<file path="src/rtl/cpu_pkg.sv">
// Shared definitions for the single-cycle MIPS core: widths, opcodes and the
// fetch FSM state encoding.
package cpu_pkg;

    localparam int XLEN     = 32;
    localparam int OPCODE_W = 6;

    typedef enum logic [1:0] {
        S_REQ  = 2'd0,
        S_WAIT = 2'd1,
        S_HOLD = 2'd2
    } fetch_state_t;

    localparam logic [OPCODE_W-1:0] OP_RTYPE = 6'h00;
    localparam logic [OPCODE_W-1:0] OP_J     = 6'h02;
    localparam logic [OPCODE_W-1:0] OP_BEQ   = 6'h04;
    localparam logic [OPCODE_W-1:0] OP_ADDI  = 6'h08;
    localparam logic [OPCODE_W-1:0] OP_ORI   = 6'h0D;
    localparam logic [OPCODE_W-1:0] OP_LW    = 6'h23;
    localparam logic [OPCODE_W-1:0] OP_SW    = 6'h2B;

    // Word offset of a branch immediate, as a byte offset.
    function automatic logic [XLEN-1:0] branch_offset(input logic [15:0] imm);
        return {{14{imm[15]}}, imm, 2'b00};
    endfunction

endpackage

</file>
<file path="src/rtl/next_pc_calc.sv">
// Combinational next-PC selection: jump target, taken beq target, or pc+4.
// Jump wins over branch when both are asserted.
module next_pc_calc
    import cpu_pkg::*;
(
    input  logic [XLEN-1:0] pc_plus4_i,
    input  logic [25:0]     imm26_i,
    input  logic            branch_i,
    input  logic            jump_i,
    input  logic            zero_i,
    output logic [XLEN-1:0] next_pc_o
);

    logic [XLEN-1:0] branch_target;
    logic [XLEN-1:0] jump_target;

    always_comb begin
        branch_target = pc_plus4_i + branch_offset(imm26_i[15:0]);
        jump_target   = {pc_plus4_i[31:28], imm26_i, 2'b00};
        next_pc_o     = pc_plus4_i;
        if (jump_i) begin
            next_pc_o = jump_target;
        end else if (branch_i && zero_i) begin
            next_pc_o = branch_target;
        end
    end

endmodule

</file>
<file path="src/rtl/instr_fetch.sv">
// Instruction fetch stage: owns the PC, fetches one word per retire from a
// variable-latency memory. Optional stall counter under FETCH_STALL_CNT_EN.
module instr_fetch
    import cpu_pkg::*;
#(
    parameter logic [XLEN-1:0] RESET_PC = 32'h0000_0000
) (
    input  logic                clk,
    input  logic                reset,
    output logic                imem_req,
    output logic [XLEN-1:0]     imem_addr,
    input  logic                imem_ready,
    input  logic                imem_rvalid,
    input  logic [XLEN-1:0]     imem_rdata,
    output logic [XLEN-1:0]     instr,
    output logic [OPCODE_W-1:0] opcode,
    output logic                instr_valid,
    output logic [XLEN-1:0]     pc,
    output logic [XLEN-1:0]     pc_plus4,
    input  logic                retire,
    input  logic                branch,
    input  logic                jump,
    input  logic                zero,
`ifdef FETCH_STALL_CNT_EN
    output logic [XLEN-1:0]     stall_cnt,
`endif
    output fetch_state_t        state_dbg
);

    // Memory handshake: a request is accepted when imem_req & imem_ready are
    // both high at a rising edge; exactly one word returns later on imem_rvalid.
    fetch_state_t    state_q, state_d;
    logic [XLEN-1:0] pc_q, pc_d;
    logic [XLEN-1:0] instr_q, instr_d;
    logic            valid_q, valid_d;
    logic [XLEN-1:0] pc_plus4_w;
    logic [XLEN-1:0] next_pc;

    assign pc_plus4_w = pc_q + 32'd4;

    next_pc_calc u_next_pc (
        .pc_plus4_i (pc_plus4_w),
        .imm26_i    (instr_q[25:0]),
        .branch_i   (branch),
        .jump_i     (jump),
        .zero_i     (zero),
        .next_pc_o  (next_pc)
    );

    always_comb begin
        state_d = state_q;
        pc_d    = pc_q;
        instr_d = instr_q;
        valid_d = valid_q;
        case (state_q)
            S_REQ: begin
                if (imem_ready) begin
                    state_d = S_WAIT;
                end
            end
            S_WAIT: begin
                if (imem_rvalid) begin
                    instr_d = imem_rdata;
                    valid_d = 1'b1;
                    state_d = S_HOLD;
                end
            end
            S_HOLD: begin
                if (retire) begin
                    pc_d    = next_pc;
                    valid_d = 1'b0;
                    state_d = S_REQ;
                end
            end
            default: begin
                state_d = S_REQ;
            end
        endcase
    end

    // Reset abandons any outstanding request; memory discards it on the same reset.
    always_ff @(posedge clk) begin
        if (reset) begin
            state_q <= S_REQ;
            pc_q    <= RESET_PC;
            instr_q <= '0;
            valid_q <= 1'b0;
        end else begin
            state_q <= state_d;
            pc_q    <= pc_d;
            instr_q <= instr_d;
            valid_q <= valid_d;
        end
    end

    assign imem_req    = (state_q == S_REQ);
    assign imem_addr   = pc_q;
    assign instr       = instr_q;
    assign opcode      = instr_q[31:26];
    assign instr_valid = valid_q;
    assign pc          = pc_q;
    assign pc_plus4    = pc_plus4_w;
    assign state_dbg   = state_q;

`ifdef FETCH_STALL_CNT_EN
    logic [XLEN-1:0] stall_cnt_q, stall_cnt_d;
    logic            stalled;

    always_comb begin
        stalled     = ((state_q == S_REQ) && !imem_ready) ||
                      ((state_q == S_WAIT) && !imem_rvalid);
        stall_cnt_d = stall_cnt_q;
        if (stalled && (stall_cnt_q != '1)) begin
            stall_cnt_d = stall_cnt_q + 32'd1;
        end
    end

    always_ff @(posedge clk) begin
        if (reset) begin
            stall_cnt_q <= '0;
        end else begin
            stall_cnt_q <= stall_cnt_d;
        end
    end

    assign stall_cnt = stall_cnt_q;
`endif

endmodule
</file>
<file path="config.mk">
export PLATFORM = sky130hd
export DESIGN_NAME = instr_fetch
export DESIGN_NICKNAME = d
export VERILOG_FILES = /design/src/rtl/cpu_pkg.sv /design/src/rtl/next_pc_calc.sv /design/src/rtl/instr_fetch.sv
export SDC_FILE = /design/constraint.sdc
export NUM_CORES = 1
export LEC_CHECK = 0
export CAP_MARGIN = 20
export CORE_MARGIN = 8
export CORE_UTILIZATION = 47
export CTS_BUF_LIST = sky130_fd_sc_hd__clkbuf_16
export DETAILED_ROUTE_END_ITERATION = 8
export PLACE_DENSITY_LB_ADDON = 0.3
export SLEW_MARGIN = 10
export SYNTH_ARGS = -nofsm -noshare
export SYNTH_HDL_FRONTEND = slang
export SYNTH_SLANG_ARGS = --single-unit
</file>
<file path="constraint.sdc">
create_clock -name clk -period 4.28 [get_ports clk]
set_input_delay 1.284 -clock clk [delete_from_list [all_inputs] [get_ports clk]]
set_output_delay 1.284 -clock clk [all_outputs]
set_load 0.01 [all_outputs]
</file>
==> out/metrics.yaml, run 1 <==
run_status:
  status: "completed"
routing:
  drtIter0Drc: 389
  drtAntennaViolNets: 0
  drc: 0
  drtPass1Iterations: 5
  detail_route.wl_per_cell_um: 19.2
  via_count: 5735
  wirelength_mm: 19.0
  vias_per_cell: 5.80
logic_synthesis:
  ys_async_sr_fraction: 0
  synth.cell_area_um2: 5230
  synth-seq-cells: 65
  synth.avg_cell_area_um2: 7.35
  synthCells: 712
  yosysWarnings: 0
  yosysSeqAreaShare: 0.249
  synth_top_area_share: 0.249
  synth_ff_type: "dfxtp_1"
  yosysTopAreaCell: "dfxtp_1"
  synth_area_leaders: "dfxtp_1 25%, nand2_1 9.6%, ha_1 8.6%, a21oi_1 7.5%, buf_4 7.0%"
  synth_edf_count: 0
  ys_types: 66
worst_setup_path:
  r2r_end: "imem_addr[31]"
  r2r_cells: 15
  start_kind: "flip-flop"
  crit_type: "flip-flop to output pin"
  required_ns: 3.00
  critPathMaxFanout: 6
  cp-end-kind: "output pin"
  cp.arrival_ns: 2.87
  rr_startpoint: "imem_addr[3]"
  worst-r2r-setup-slack_ns: 0.24
cells_and_area:
  antenna_cells: 0
  nets: 922
  post-route-util: 0.660
  final_cells: 989
  drive_gt1_frac: 0.0742
  syn2layout_area_growth_pct: 36.6
  finalInstanceArea_um2: 7150
floorplanning:
  die-area_um2: 14800
  die_width_um: 122
  io_pins: 178
  initial_utilization: 0.483
  coreArea_um2: 10800
  rows: 38
  fp.dieH_um: 122
pwr:
  p_leak_nw: 2.78
  p_total_mw: 1.67
  ir_drop_v: 0.000251
  p_per_area_nw_per_um2: 233
timing:
  min_period_over_period: 0.970
  layout_min_cycle_time_ns: 4.15
  finClkSkew_ns: 0.00693
  setup_slack_ns: 0.130
  fmax_mhz: 241
  slew_headroom: 0.503
  rsz0062_at_grt: "yes"
  finalHoldViolCount: 0
  finalMaxSlewViolations: 0
  tightest_slew_ns: 0.744
  fin_setup_tns_ns: 0
  setup_violations: 0
  hold_slack_ns: 0.472
worst_hold_path:
  hold_path.class: "flip-flop to flip-flop"
  holdCritStartpoint: "instr[31]"
  worstHoldPathCells: 2
  holdPathEnd: "instr[31]"
global_routing:
  grt-busiest-layer: "met2"
  grt_first_pass_wirelength_mm: 29.7
  grt-ovfl-total: 0
  antenna_found_initial: 0
  grt_use_met1: 0.317
  grt_max_degree: 34
  grt_pass1_vias: 5480
  grt_use_met2: 0.424
  grt_use_total: 0.252
  grt_use_met3: 0.0433
clock_tree:
  htreeDepth: 3
  post-cts-setup-buffers: 0
  clkSinkCount: 65
  clkLatencyLatePin_ns: 0.34
  clockRootBuffer: "clkbuf_16"
  path_clk_slew_ns: 0.06
  cts_buffer_depth: 2
  cts_tree: "built"
  cts_inserted_buffers: 9
place:
  dp_hpwl_mm: 14.8
  place_inst: 974
  post_dp_cell_area_um2: 6820
  place_congestion: 0.938
  port_buffers: 171
  place_ws_ns: 0.110
job:
  maxCapViolCount: 0
[area by class of cell]
type                    count  area [µm²]
inverters                  13        48.8
flip-flops and latches     65        1300
clock inverters             6        83.8
clock buffers               9         225
well taps                 140         175
fillers                   927        3690
repair buffers            192        1860
multi-input cells         564        3450
[cells in the final DEF, fill, tap and decap left out, types with 4 or more instances in the layout]
master / Yosys / layout
clkdlybuf4s50_1: 0 / 170
nand2_1: 134 / 134
a21oi_1: 78 / 78
dfxtp_1: 65 / 64
nor2_1: 54 / 53
ha_1: 36 / 36
o21ai_0: 32 / 32
xnor2_1: 27 / 26
nand3_1: 25 / 25
xor2_1: 21 / 21
buf_4: 49 / 21
nor3_1: 14 / 14
inv_1: 13 / 13
a21o_1: 13 / 13
nand4_1: 9 / 9
and3_1: 9 / 9
clkbuf_16: 0 / 9
o211ai_1: 8 / 8
a31oi_1: 7 / 7
or3_1: 6 / 6
a211oi_1: 6 / 6
conb_1: 1 / 6
and2_1: 5 / 5
a32o_1: 5 / 5
o21a_1: 4 / 4
o21bai_1: 4 / 4
[what timing repair did]
| action | 4_1_cts | 5_1_grt |
|---|---|---|
| pin swaps | 0 | 0 |
| gates resized for setup | 2 | 3 |
| hold buffers | 0 | 0 |
| cloned | 0 | 0 |
| endpoints found under the setup margin | 4 | 6 |
[synth_stat cells, drive strengths merged (4+ instances only)]
| library cell | n |
|---|---|
| o21bai | 4 |
| ha | 36 |
| o21a | 4 |
| buf | 53 |
| nor3 | 15 |
| nand2 | 136 |
| a31oi | 7 |
| and2 | 5 |
| nor2 | 54 |
| a32o | 5 |
| and3 | 9 |
| a21o | 13 |
| a21oi | 81 |
| a211oi | 6 |
| xor2 | 21 |
| dfxtp | 65 |
| or3 | 7 |
| clkbuf | 22 |
| o21ai | 36 |
| nand3 | 27 |
| xnor2 | 28 |
| nand4 | 10 |
| inv | 13 |
| o211ai | 8 |
[logic make-up after synthesis]
group | Yosys count | share of synthesized area
xor gates and xnor gates | 49 | 0.0834
muxes | 3 | 0.00574
DFF | 65 | 0.249
other | 1 | 0.000717
AOI/OAI and AO/OA | 188 | 0.227
buffers and inverters | 88 | 0.100
adders and majority gates | 37 | 0.0899
and+or+nand+nor | 281 | 0.244
[power by group]
part	total (mW)	internal (mW)	switching, mW
clock	0.797	0.504	0.294
sequential	0.638	0.620	0.0180
combinational	0.232	0.110	0.122
total	1.67	1.23	0.434
[metal layers]
| metal | vias up | routed length [µm] |
|---|---|---|
| met1 | 2715 | 7920 |
| met5 | - | 0 |
| li1 | 2722 | - |
| met3 | 26 | 1550 |
| met4 | 0 | 370 |
| met2 | 272 | 9200 |
[worst max-delay path by stage]
stage	startpoint	end
CTS	imem_addr[3]	pc_plus4[18]
global route	imem_addr[3]	pc_plus4[18]
floorplan	imem_addr[2]	imem_addr[31]
detailed placement	imem_addr[11]	imem_addr[31]
global placement	imem_addr[11]	imem_addr[31]
finish	imem_addr[17]	pc_plus4[29]
[state kept, by name, summed over array words and instances, names as in the netlist]
| signal | flops |
|---|---|
| instr | 32 |
| imem_addr | 30 |
| state_dbg | 2 |
| instr_valid | 1 |
[worst max-delay path, stage by stage, from the launching register on]
cell and delay, ns:
dfxtp_1 0.44, nand4_1 0.23, nor4_2 0.38, and4_2 0.33, nand2_2 0.12, nor3_1 0.23
xnor2_1 0.21, clkdlybuf4s50_1 0.60
Note: power is estimated with default switching activity, not from simulation.
==> run 2, diff against run 1 <==
--- a/config.mk
+++ b/config.mk
@@ -6,8 +6,10 @@
 export NUM_CORES = 1
 export LEC_CHECK = 0
 export CAP_MARGIN = 20
+export CELL_PAD_IN_SITES_DETAIL_PLACEMENT = 1
+export CELL_PAD_IN_SITES_GLOBAL_PLACEMENT = 2
 export CORE_MARGIN = 8
-export CORE_UTILIZATION = 47
+export CORE_UTILIZATION = 25
 export CTS_BUF_LIST = sky130_fd_sc_hd__clkbuf_16
 export DETAILED_ROUTE_END_ITERATION = 8
 export PLACE_DENSITY_LB_ADDON = 0.3
==> run 2 against run 1 <==
Final cell count is 15% higher. Via count fell by 0.71%. Flip-flop and latch count stayed put. Cell area grew 3.9%. Fmax barely moved. Clock-buffer cell count did not move. Combinational power increased by 4%. Total power is 1.6% lower. Die area grew 75%. Sequential power hardly changed. Critical path depth unchanged. Critical path type unchanged.
==> out/metrics.yaml, run 2 (synthesized netlist as in run 1, its figures left out) <==
worst_hold_path:
  hold_path.class: "flip-flop to flip-flop"
  holdCritStartpoint: "instr[28]"
  worstHoldPathCells: 2  # unchanged
cells_and_area:
  final_cell_mix: "170 x clkdlybuf4s50_1, 134 x nand2_1, 78 x a21oi_1, 64 x dfxtp_1, 54 x nor2_1"
  syn2layout_area_growth_pct: 42.0
  post-route-util: 0.358  # -0.302
  layout_commonest_cell: "clkdlybuf4s50_1"
  antenna_cells: 0  # unchanged
  largest_register_ffs: 32  # unchanged
  drive_gt1_frac: 0.0914  # +0.0172
  nets: 937  # +1.6%
worst_setup_path:
  r2r_cells: 14  # -1
  startpoint: "imem_addr[14]"
  rr_startpoint: "imem_addr[14]"
  critPathMaxFanout: 6  # unchanged
  cp-end-kind: "output pin"
  start_kind: "flip-flop"
  cp.arrival_ns: 2.86  # about the same
  required_ns: 3.00  # about the same
  crit_type: "flip-flop to output pin"
timing:
  setup_slack_ns: 0.133  # +0.00341 ns
  min_period_over_period: 0.969  # about the same
  finalMaxSlewViolations: 0  # unchanged
  finClkSkew_ns: 0.00767  # +0.000742 ns
  hold_slack_ns: 0.475  # +0.00246 ns
  fin_setup_tns_ns: 0  # unchanged
  slew_headroom: 0.427  # -0.0754
  finalHoldViolCount: 0  # unchanged
  layout_min_cycle_time_ns: 4.15  # -0.00341 ns
  setup_violations: 0  # unchanged
  fmax_mhz: 241  # about the same
  tightest_slew_ns: 0.855  # +0.112 ns
global_routing:
  grt_pass1_vias: 6202  # +13%
  grt_max_degree: 53  # +56%
  antenna_found_initial: 0  # unchanged
  grt_use_total: 0.176  # -0.0758
  grt_first_pass_wirelength_mm: 35.9  # +21%
  grt-ovfl-total: 0  # unchanged
routing:
  drtIter0Drc: 290  # -25%
  drtAntennaViolNets: 0  # unchanged
  vias_per_cell: 5.00  # -14%
  detail_route.wl_per_cell_um: 20.3  # +5.6%
  drc: 0  # unchanged
  via_count: 5694  # -0.71%
  wirelength_mm: 23.2  # +22%
  drtPass1Iterations: 6  # +1
pwr:
  p_leak_nw: 2.86  # +3.0%
  p_total_mw: 1.64  # -1.6%
  p_per_area_nw_per_um2: 221  # -5.4%
  ir_drop_v: 0.000178  # -29%
clock_tree:
  path_clk_slew_ns: 0.06  # about the same
  htreeDepth: 3  # unchanged
  cts_tree: "built"
  clkSinkCount: 65  # unchanged
  cts_inserted_buffers: 9  # unchanged
  clockRootBuffer: "clkbuf_16"
  clkLatencyLatePin_ns: 0.35  # about the same
  postCtsHoldBufs: 0  # unchanged
  cts_buffer_depth: 2  # unchanged
place:
  dp_hpwl_mm: 18.1  # +22%
  place_ws_ns: 0.0375  # -0.0722 ns
  place_congestion: 0.955  # +1.8%
  port_buffers: 171  # unchanged
floorplanning:
  initial_utilization: 0.252  # -0.231
  rows: 53  # +39%
  die-area_um2: 25800  # +75%
  fp.dieH_um: 161  # +32%
  io_pins: 178  # unchanged
  die_width_um: 161  # +32%
  coreArea_um2: 20800  # +91%
run_status:
  status: "completed"
job:
  maxCapViolCount: 0  # unchanged
-- run 2: per-stage QoR --
step / std cells / instance area [µm²]
floorplan: 717 / 5250
global placement: 1123 / 7110
detailed placement: 1123 / 7110
CTS: 1138 / 7400
global route: 1139 / 7430
finish: 1139 / 7430
-- run 2: cell type report --
class	count	area [µm²]
Inverter	13	48.8
Multi-Input combinational cell	564	3460
Fill cell	2536	13300
Sequential cell	65	1300
Clock buffer	9	225
Clock inverter	6	60.1
Tap cell	275	344
Timing Repair Buffer	207	1990
-- run 2: routing by layer --
metal / track usage / part of all wire / wire length (µm)
met2: 0.296 / 0.48 / 11000
met1: 0.217 / 0.45 / 10300
met5: 0 / 0 / 0
met3: 0.0479 / 0.064 / 1490
met4: 0.0488 / 0.015 / 337
-- run 2: critical path, stage by stage, from the launching register on --
cell	delay (ns)
dfxtp_1	0.44
nand4_2	0.20
nor4_4	0.37
and4_2	0.32
nand2_2	0.11
nor2_1	0.15
xor2_1	0.29
clkdlybuf4s50_1	0.63
-- run 2: worst paths after layout --
path,to,slack (ns)
worst max register to register,imem_addr[31],0.22
worst max-delay path,pc_plus4[27],0.13
worst min register to register,instr[28],0.47
worst min-delay path,instr[28],0.47
-- run 2: repair_timing --
action,in CTS,in global routing
gates resized for setup,1,5
pin swaps,0,2
endpoints found under the setup margin,8,8
setup buffers,0,1
-- run 2: report_power, final --
part	internal, mW	total, mW	switching (mW)
Sequential	0.620	0.640	0.0196
Clock	0.445	0.758	0.313
Combinational	0.112	0.242	0.130
==> RTL edit 1 (flow settings as in run 1) <==
Add a define of `FETCH_STALL_CNT_EN`.
--- a/src/rtl/instr_fetch.sv
+++ b/src/rtl/instr_fetch.sv
@@ -1,4 +1,6 @@
 // Instruction fetch stage: owns the PC, fetches one word per retire from a
 // variable-latency memory. Optional stall counter under FETCH_STALL_CNT_EN.
+`define FETCH_STALL_CNT_EN
+
 module instr_fetch
     import cpu_pkg::*;
Check against the original RTL (old outputs only; new: stall_cnt): equivalent (equiv_simple and equiv_induct, registers matched by name and starting in step).
==> RTL edit 1 against run 1 <==
Sequential cell count increased by 32; register-to-register slack about the same; count of clock-buffer cells in the layout is the same; total power grew 24%; global-route usage fell by 0.82 points; area after synthesis grew 32%; routed wire length up 22%; sequential power rose by 49%; setup slack lost 0.019 ns; combinational power is 26% higher; hold slack got worse by 0.0020 ns; non-clock buffer count grew 47; final area is 31% higher; clock skew about the same; largest power group is now sequential cells.
==> RTL edit 1: results <==
metrics = {
    "critical_path": {
        "reg2reg_depth": 14,
        "startpoint": "imem_addr[3]",
        "endpoint": "pc_plus4[30]",
        "rr_startpoint": "imem_addr[8]",
        "arrival_ns": 2.89,
    },
    "finish": {
        "finalNetCount": 1166,
        "stdcell_count": 1277,
        "fillCellCount": 1298,
        "syn_to_final_growth_pct": 35.41,
        "drive_above_1_share_pct": 7.685,
    },
    "synth": {
        "synthXorXnorAreaFrac_pct": 8.486,
        "muxShareOfSynthArea_pct": 1.176,
        "synthAdderAreaFrac_pct": 6.984,
        "ys_top_cells_by_count": "nand2_1 (142), a21oi_1 (99), dfxtp_1 (97)",
        "synth_seq_area_share_pct": 28.08,
        "synth_compound_area_share_pct": 22.20,
        "ys_top_cells_by_area": "dfxtp_1 (28%), nand2_1 (7.7%), a21oi_1 (7.2%)",
    },
    "routing": {
        "wl_met2_um": 10570,
        "drt_first_pass_iters": 7,
        "met1_length_um": 10280,
        "routedWlPerCell_um": 18.20,
        "first_iter_violations": 662,
        "top_layer_used": "met5",
        "wl_met3_um": 1971,
        "viasPerCell": 5.677,
    },
    "placement": {
        "pre_cts_ws_ns": 0.002136,
        "dpl_cell_area_mm2": 0.009006,
        "place_congestion": 1.013,
        "hpwl_um": 17720,
        "portBuffers": 203,
    },
    "sta": {
        "tightest_slew_ns": 0.7863,
        "fmax_mhz": 239.9,
        "hold_ws_ns": 0.4701,
    },
    "cts": {
        "cts_buffers": 9,
        "insertion_delay_ns": 0.36,
    },
    "grt": {
        "grt_pass1_wl_um": 36500,
        "grt_max_degree": 69,
        "track_usage_pct": 24.36,
        "antenna_found_initial": 1,
    },
    "hold_path": {
        "min_from": "instr[31]",
    },
    "power": {
        "p_leak_uw": 0.003591,
        "ir_drop_uv": 232.8,
        "p_switching_uw": 598.8,
        "power_uw": 2072,
        "powerClk_uw": 831,
    },
    "outcome": {
        "outcome": "finished clean",
    },
}
[RTL edit 1: layer usage]
metal,up-vias,GRT usage [%]
li1,3553,-
met1,3394,32.41
met2,264,37.84
met3,37,6.382
met4,2,7.242
met5,-,0
[RTL edit 1: timing repair]
action | 4_1_cts | 5_1_grt
resized for setup | 3 | 8
cloned | 0 | 0
pin swaps | 1 | 1
endpoints found under the setup margin | 6 | 9
setup buffers | 0 | 0
[RTL edit 1: worst max-delay path, cell delays in order (launching register included)]
cell             delay (ns)
dfxtp_2                0.38
ha_1                   0.22
nand4_1                0.20
or3_4                  0.48
nor3_4                 0.21
and3_1                 0.26
xor2_1                 0.21
clkdlybuf4s50_1        0.57
[RTL edit 1: final cells by class]
type	instances	area share, %
inverter	16	0.6414
clock buffer	9	2.405
tap	184	2.459
timing repair buffer	239	24.69
multi-input combinational	725	48.28
sequential	97	20.75
clock inverter	7	0.7750
==> RTL edit 2 (config.mk and constraints of run 1) <==
Without the edit above. Put one more register stage on the output `state_dbg`. The value now appears one clock later. The other outputs are not delayed to match.
--- a/src/rtl/instr_fetch.sv
+++ b/src/rtl/instr_fetch.sv
@@ -101,5 +101,7 @@
     assign pc          = pc_q;
     assign pc_plus4    = pc_plus4_w;
-    assign state_dbg   = state_q;
+    always_ff @(posedge clk) begin
+        state_dbg <= state_q;
+    end
 
 `ifdef FETCH_STALL_CNT_EN
Formal check against the unedited RTL: not equivalent (Yosys sat finds a counterexample within 4 cycles, from zero or initial values and one cycle with reset high).
==> RTL edit 2 against run 1 <==
Final area is 0.42% higher; count of clock-buffer cells in the layout stayed put; setup slack better by 0.0075 ns; routed wire length is 2.5% lower; first-iteration DRC count is 4.6% higher; largest power group unchanged; total power is 1.2% higher; sequential power is 3% higher; final cell count is 0.10% higher; sequential cell count is 2 higher; die area is 0.67% higher; area after synthesis is 0.76% higher; clock skew is 0.0024 ns higher.
==> RTL edit 2: results <==
metrics = {
    "outcome": {
        "outcome": "finished clean",
    },
    "routing": {
        "routedWlPerCell_um": 18.76,
        "vias": 5634,
        "met1_length_um": 7978,
        "first_iter_violations": 407,
        "wl_met3_um": 1643,
        "drt_first_pass_iters": 5,
        "wl_met2_um": 8527,
    },
    "power": {
        "ir_drop_uv": 230.7,
        "swShare_pct": 25.48,
        "p_leak_uw": 0.002776,
    },
    "grt": {
        "gr-usage-met2_pct": 38.88,
        "grt_pass1_vias": 5523,
        "antenna_found_initial": 0,
        "grt_pass1_wl_um": 29080,
        "track_usage_pct": 24.41,
        "use_met1_pct": 30.30,
        "grt_max_degree": 52,
        "grt_use_met3_pct": 7.358,
    },
    "critical_path": {
        "arrival_ns": 2.86,
        "slowest_delay_ns": 0.61,
        "crit_fanout": 8,
    },
    "finish": {
        "antenna_cells": 0,
        "drive_above_1_share_pct": 7.647,
        "signal_buffers": 190,
        "largest_reg_flops": 32,
        "inverters": 13,
        "clock_area_share_pct": 4.427,
        "buffer_area_share_pct": 25.76,
        "fillCellCount": 955,
        "multi_input_area_share_pct": 47.94,
        "design.seq.count": 67,
        "seq_share_pct": 18.75,
    },
    "cts": {
        "h-tree-depth": 3,
        "cts_resized": 0,
        "post_cts_buffers": 0,
    },
    "synth": {
        "ys_warn_count": 0,
        "ys_top_cells_by_count": "nand2_1 (134), a21oi_1 (78), dfxtp_1 (67)",
        "ys_top_cells_by_area": "dfxtp_1 (25%), nand2_1 (9.5%), ha_1 (8.5%)",
        "synth_seq_area_share_pct": 25.43,
        "synth.cell_area_mm2": 0.005274,
    },
    "sta": {
        "tightest_slew_ns": 0.8297,
        "skew_ns": 0.009351,
    },
    "placement": {
        "place_congestion": 0.8852,
        "hpwl_um": 14230,
        "dpl_cell_area_mm2": 0.006847,
    },
    "hold_path": {
        "hp-class": "reg2reg",
    },
}
RTL edit 2: kinds of logic after synthesis:
logic type	count (synthesis)	share of synthesized area, %
adder cells (fa/ha/maj)	37	8.920
AND/OR/NAND/NOR	281	24.22
buffers and inverters	88	9.941
AO/OA/AOI/OAI	188	22.56
flip-flops	67	25.43
multiplexers	3	0.5694
XOR/XNOR	49	8.280
other	1	0.07111
RTL edit 2: final timing paths:
check / startpoint / end / slack, ns / cells past startpoint
max: imem_addr[2] / pc_plus4[18] / 0.14 / 7
min: state_q[1] / state_dbg[1] / 0.44 / 0
max reg2reg: imem_addr[2] / imem_addr[31] / 0.25 / 15
min reg2reg: state_q[1] / state_dbg[1] / 0.44 / 0
RTL edit 2: critical path, delay by kind of cell (launching register included):
family        cells  cell delay [ns]
simple gates      4             0.89
buf+inv           1             0.61
flops             1             0.45
xor+xnor          1             0.29
fa+ha+maj         1             0.28
RTL edit 2: per-stage QoR:
stage / util (%) / std cells / worst slack (ns) / hold WS, ns
2_1_floorplan: - / 719 / 0.5566 / 0.3290
3_3_place_gp: 62.88 / 974 / 0.3401 / 0.4271
3_5_place_dp: 62.88 / 974 / 0.1577 / 0.4325
4_1_cts: 65.80 / 990 / 0.06010 / 0.4373
5_1_grt: 65.94 / 990 / 0.02496 / 0.4554
6_report: 65.94 / 990 / 0.1374 / 0.4442
RTL edit 2: power by group through the flow:
| stage | Clock [uW] | Combinational (uW) | Sequential (uW) |
|---|---|---|---|
| 6_report | 798 | 231 | 658 |
| 5_1_grt | 838 | 249 | 661 |
| 4_1_cts | 807 | 230 | 658 |
| 3_5_place_dp | 0 | 228 | 671 |
| 3_3_place_gp | 0 | 224 | 670 |
| 2_1_floorplan | 0 | 117 | 675 |
